--- src/rtl/mm_uart_sequencer.sv ---
// Host-side command sequencer for the byte matrix multiplier: loads A/B over UART,
// launches the multiply, and streams the result memory back out.
module mm_uart_sequencer #(
  parameter int N           = 16,
  parameter int AW          = 8,
  parameter int TIMEOUT_CYC = 65535
) (
  input  logic          clk,
  input  logic          rst_n,
  input  logic [7:0]    rx_data,
  input  logic          rx_valid,
  output logic [7:0]    tx_data,
  output logic          tx_valid,
  input  logic          tx_ready,
  output logic          a_we,
  output logic          b_we,
  output logic [AW-1:0] w_addr,
  output logic [7:0]    w_data,
  output logic          mm_start,
  input  logic          mm_done,
  output logic [AW-1:0] r_raddr,
  input  logic [7:0]    r_rdata,
  output logic          busy,
  output logic          rx_drop
);

  localparam int CW = AW + 1;
  localparam int TW = $clog2(TIMEOUT_CYC + 1);
  localparam logic [CW-1:0] CNT_LAST = CW'(N * N - 1);
  localparam logic [TW-1:0] TMO_LAST = TW'(TIMEOUT_CYC - 1);

  typedef enum logic [3:0] {
    ST_IDLE      = 4'd0,
    ST_LOAD_A    = 4'd1,
    ST_LOAD_B    = 4'd2,
    ST_START     = 4'd3,
    ST_WAIT_DONE = 4'd4,
    ST_SEND_ACK  = 4'd5,
    ST_RD_ADDR   = 4'd6,
    ST_RD_WAIT   = 4'd7,
    ST_SEND_BYTE = 4'd8
  } state_t;

  state_t          state_r;
  logic [CW-1:0]   cnt_r;
  logic [TW-1:0]   tmo_r;
  logic [7:0]      tx_data_r;
  logic            tx_valid_r;
  logic            a_we_r;
  logic            b_we_r;
  logic [AW-1:0]   w_addr_r;
  logic [7:0]      w_data_r;
  logic            mm_start_r;
  logic [AW-1:0]   r_raddr_r;
  logic            busy_r;
  logic            rx_drop_r;

  // Command FSM with all outputs registered; busy tracks every IDLE entry/exit.
  always_ff @(posedge clk or negedge rst_n) begin
    if (!rst_n) begin
      state_r    <= ST_IDLE;
      cnt_r      <= '0;
      tmo_r      <= '0;
      tx_data_r  <= 8'h00;
      tx_valid_r <= 1'b0;
      a_we_r     <= 1'b0;
      b_we_r     <= 1'b0;
      w_addr_r   <= '0;
      w_data_r   <= 8'h00;
      mm_start_r <= 1'b0;
      r_raddr_r  <= '0;
      busy_r     <= 1'b0;
      rx_drop_r  <= 1'b0;
    end else begin
      a_we_r     <= 1'b0;
      b_we_r     <= 1'b0;
      mm_start_r <= 1'b0;
      rx_drop_r  <= 1'b0;
      case (state_r)
        ST_IDLE: begin
          if (rx_valid) begin
            busy_r <= 1'b1;
            case (rx_data)
              8'h41:   state_r <= ST_LOAD_A;
              8'h42:   state_r <= ST_LOAD_B;
              8'h47:   state_r <= ST_START;
              8'h52: begin
                // Address is presented during RD_ADDR so data is ready in RD_WAIT.
                cnt_r     <= '0;
                r_raddr_r <= '0;
                state_r   <= ST_RD_ADDR;
              end
              default: begin
                tx_data_r  <= 8'h3F;
                tx_valid_r <= 1'b1;
                state_r    <= ST_SEND_ACK;
              end
            endcase
          end
        end
        ST_LOAD_A, ST_LOAD_B: begin
          if (rx_valid) begin
            a_we_r   <= (state_r == ST_LOAD_A);
            b_we_r   <= (state_r == ST_LOAD_B);
            w_addr_r <= cnt_r[AW-1:0];
            w_data_r <= rx_data;
            if (cnt_r == CNT_LAST) begin
              cnt_r      <= '0;
              tx_data_r  <= 8'h4B;
              tx_valid_r <= 1'b1;
              state_r    <= ST_SEND_ACK;
            end else begin
              cnt_r <= cnt_r + 1'b1;
            end
          end
        end
        ST_START: begin
          mm_start_r <= 1'b1;
          tmo_r      <= '0;
          state_r    <= ST_WAIT_DONE;
        end
        ST_WAIT_DONE: begin
          tmo_r <= tmo_r + 1'b1;
          if (mm_done) begin
            tx_data_r  <= 8'h4B;
            tx_valid_r <= 1'b1;
            state_r    <= ST_SEND_ACK;
          end else if (tmo_r == TMO_LAST) begin
            tx_data_r  <= 8'h54;
            tx_valid_r <= 1'b1;
            state_r    <= ST_SEND_ACK;
          end
        end
        ST_SEND_ACK: begin
          if (tx_ready) begin
            tx_valid_r <= 1'b0;
            busy_r     <= 1'b0;
            state_r    <= ST_IDLE;
          end
        end
        ST_RD_ADDR: begin
          r_raddr_r <= cnt_r[AW-1:0];
          state_r   <= ST_RD_WAIT;
        end
        ST_RD_WAIT: begin
          tx_data_r  <= r_rdata;
          tx_valid_r <= 1'b1;
          state_r    <= ST_SEND_BYTE;
        end
        ST_SEND_BYTE: begin
          if (tx_ready) begin
            tx_valid_r <= 1'b0;
            if (cnt_r == CNT_LAST) begin
              cnt_r   <= '0;
              busy_r  <= 1'b0;
              state_r <= ST_IDLE;
            end else begin
              cnt_r     <= cnt_r + 1'b1;
              r_raddr_r <= cnt_r[AW-1:0] + 1'b1;
              state_r   <= ST_RD_ADDR;
            end
          end
        end
        default: begin
          tx_valid_r <= 1'b0;
          busy_r     <= 1'b0;
          state_r    <= ST_IDLE;
        end
      endcase
      if (rx_valid && (state_r != ST_IDLE) && (state_r != ST_LOAD_A) && (state_r != ST_LOAD_B)) begin
        rx_drop_r <= 1'b1;
      end
    end
  end

  assign tx_data  = tx_data_r;
  assign tx_valid = tx_valid_r;
  assign a_we     = a_we_r;
  assign b_we     = b_we_r;
  assign w_addr   = w_addr_r;
  assign w_data   = w_data_r;
  assign mm_start = mm_start_r;
  assign r_raddr  = r_raddr_r;
  assign busy     = busy_r;
  assign rx_drop  = rx_drop_r;

endmodule
--- config.mk ---
export PLATFORM = sky130hd
export DESIGN_NAME = mm_uart_sequencer
export DESIGN_NICKNAME = d
export VERILOG_FILES = /design/src/rtl/mm_uart_sequencer.sv
export SDC_FILE = /design/constraint.sdc
export NUM_CORES = 1
export LEC_CHECK = 0
export BUFFER_PORTS_ARGS = -buffer_cell sky130_fd_sc_hd__buf_4
export CORE_ASPECT_RATIO = 1.2
export CORE_MARGIN = 2
export CORE_UTILIZATION = 45
export DETAILED_ROUTE_END_ITERATION = 10
export PLACE_DENSITY = 0.63
export SYNTH_ARGS = -nofsm -noshare
export SYNTH_HDL_FRONTEND = slang
export SYNTH_SLANG_ARGS = --single-unit
--- constraint.sdc ---
create_clock -name clk -period 3.62 [get_ports clk]
set_input_delay 0.362 -clock clk [delete_from_list [all_inputs] [get_ports clk]]
set_output_delay 0.362 -clock clk [all_outputs]
set_load 0.02 [all_outputs]
==> impl_metrics.json <==
{
  "required_ns": 3.84,
  "cp.arrival_ns": 2.93,
  "seqPwrFrac_pct": 39.0,
  "cts_root_buf": "clkbuf_8",
  "finalNetCount": 450,
  "cts-hold-fix-buffers": 0,
  "grt_pass1_vias": 2879,
  "drt_iter0_drc": 213,
  "period_share_pct": 74.8,
  "yosysSeqAreaShare_pct": 45.6,
  "clockBufferDepth": 2,
  "area_delta_synth_final_pct": 17.0,
  "p_leak_nw": 2.04,
  "antenna_found_initial": 0,
  "dp_hpwl_um": 5840,
  "drtPass1Iterations": 5,
  "p_comb_share_pct": 41.7,
  "outcome": "finished, final reports clean",
  "routabilityCongestion": 0.859,
  "cts.repair.resized": 0,
  "wirelength_um": 8230,
  "initial_core_util_pct": 45.8,
  "synth_area_um2": 3670,
  "cts_tree": "built",
  "cp-start-kind": "flop",
  "port_buffers": 58,
  "grt_max_degree": 68,
  "synth_edf_count": 0,
  "remaining_drc_errors": 0,
  "crit_fanout": 22,
  "clk_latency_ns": 0.34,
  "worstMarginPinSlew_ns": 0.855,
  "fin_setup_tns_ns": 0,
  "dieArea_um2": 8910,
  "core_um2": 8020,
  "cap_viol_max_count": 0,
  "viasPerCell": 5.70,
  "yosys_warnings": 0,
  "ff2ff_setup_slack_ns": 0.91,
  "grt_use_total_pct": 19.3,
  "ys_types": 60,
  "drv_slew": 0,
  "peakVddDrop_mv": 0.327,
  "fmax_ghz": 0.369,
  "fp.dieW_um": 86.5,
  "boundaryPins": 59,
  "p_clk_share_pct": 19.3,
  "end_kind": "flop",
  "path_clk_slew_ns": 0.07,
  "overflow": 0,
  "numCtsBuffers": 9,
  "final_area_um2": 4300,
  "synthArstFlopShare_pct": 100,
  "numClockSinks": 67,
  "setup_ws_ns": 0.912,
  "slew_headroom_pct": 43.0,
  "diodes": 0,
  "p_per_area_nw_per_um2": 625,
  "drive_gt1_share_pct": 27.1,
  "synth_ff_type": "dfrtp_1",
  "grt_setup_unrepaired": "false",
  "rows": 36,
  "finalHoldViolations": 0,
  "min_path_type": "in2async",
  "post-cts-setup-buffers": 0,
  "grt_pass1_wl_um": 13500,
  "finalPower_mw": 2.69,
  "synth_area_per_cell_um2": 9.74,
  "crit_type": "reg2reg",
  "cts.htree.levels": 3,
  "fin_crit_ns": 2.71,
  "setup_viol": 0,
  "die_h_um": 103,
  "synth-seq-cells": 67,
  "syn_inst": 377,
  "vias": 3000,
  "syn_nets": 401,
  "placed_area_um2": 4140,
  "wl_per_cell_um": 15.6,
  "p_int_mw": 1.67,
  "antenna_left": 0,
  "clock_skew_ns": 0.00589,
  "switchingPower_mw": 1.01,
  "netSwitchingFraction_pct": 37.7,
  "dp_slack_ns": 0.918
}
==> cells in the mapped netlist, types with 2 or more instances <==
cell type  count  area share [%]
nand2b_1       9             1.5
nor4b_1        2            0.48
nor3_1        12             1.6
nand3_1       18             2.5
nor2b_1        2            0.34
nand2_1       40             4.1
a211oi_1       2            0.41
o311ai_0       3            0.72
xor2_1         3            0.72
nor2_1        35             3.6
o211ai_1       3            0.61
mux2_4         6             2.5
a22o_1         3            0.72
o21ai_0       30             4.1
a21o_1         2            0.41
nand3b_1       2            0.41
nand4_1        3            0.51
clkbuf_1      13             1.3
inv_1          9            0.92
nor3b_1        3            0.61
a31oi_1        3            0.51
ha_1           3             1.0
a211o_1        2            0.48
mux2_2        24             7.4
and3_1         5            0.85
o31ai_1        7             1.4
dfrtp_1       67              46
mux2i_1       12             3.3
buf_2          8             1.1
a21oi_1       11             1.5
or2_2          6             1.0
==> final cells by class <==
cell class	count	area (µm²)
timing repair buffer	60	450
clock inverter	3	15.0
inverter	9	33.8
fill	730	3720
sequential	67	1680
tap	95	119
multi-input combinational	279	1860
clock buffer	13	139
==> state kept, by name (all words and copies together), names as in the netlist <==
register and cells:
tmo_r 16, cnt_r 9, r_raddr 8, tx_data 8, w_addr 8, w_data 8
state_r 4, a_we 1, b_we 1, busy 1, mm_start 1, rx_drop 1
tx_valid 1
==> routing by layer <==
| layer | global-route usage [%] | wire length [µm] |
|---|---|---|
| met5 | 0 | 0 |
| met4 | 9.01 | 185 |
| met3 | 3.20 | 385 |
| met2 | 32.8 | 4110 |
| met1 | 24.1 | 3550 |
==> logic make-up (layout without fill, tap and decap cells) <==
| logic type | after synthesis | count (layout) | synth area share, % |
|---|---|---|---|
| and+or+nand+nor | 153 | 153 | 22.1 |
| AOI/OAI and AO/OA | 77 | 77 | 13.6 |
| DFF | 67 | 67 | 45.6 |
| muxes | 42 | 42 | 13.1 |
| buffers and inverters | 31 | 85 | 3.64 |
| xor gates and xnor gates | 4 | 4 | 0.954 |
| adders and majority gates | 3 | 3 | 1.02 |
==> power groups by stage <==
stage / Sequential (mW) / Clock (mW) / Combinational [mW]
floorplan: 1.17 / 0 / 0.662
global placement: 1.05 / 0 / 1.11
detailed placement: 1.06 / 0 / 1.13
CTS: 1.05 / 0.534 / 1.13
global route: 1.07 / 0.564 / 1.23
finish: 1.05 / 0.518 / 1.12
==> metrics by stage <==
step	hold WS (ns)	utilization, %	cells
after floorplan	0.0664	-	377
final	0.0954	53.6	526
after CTS	0.158	53.6	526
after global placement	0.451	51.7	510
after detailed placement	0.469	51.7	510
after global routing	0.205	53.6	526
==> critical path: stages, from the launching register on <==
cell and delay (ns):
dfrtp_1 0.74, or4b_1 0.66, nor2_2 0.20, o41a_1 0.22, or3_1 0.43, mux2_4 0.34
==> path summary, 6_finish.rpt <==
| check | startpoint | endpoint | depth (start not counted) |
|---|---|---|---|
| min reg2reg | tmo_r[13] | tmo_r[13] | 1 |
| max | state_r[2] | tx_data[3] | 5 |
| max reg2reg | state_r[2] | tx_data[3] | 5 |
| min in group clk | r_rdata[7] | tx_data[7] | 2 |
| min | rst_n | tmo_r[5] | 1 |
| max in group asynchronous | rst_n | w_data[1] | 1 |
==> cell usage in the layout (no fill, tap or decap), types with 4 or more instances in the layout <==
cell	synthesis	final
dfrtp_1	67	67
buf_4	0	60
nand2_1	40	40
nor2_1	35	35
o21ai_0	30	30
mux2_2	24	24
nand3_1	18	18
nor3_1	12	12
mux2i_1	12	12
a21oi_1	11	11
inv_1	9	9
nand2b_1	9	9
clkbuf_8	0	9
o31ai_1	7	7
or2_2	6	6
mux2_4	6	6
and3_1	5	5
clkbuf_1	13	4
No activity file was read; power rests on OpenSTA's default activity.
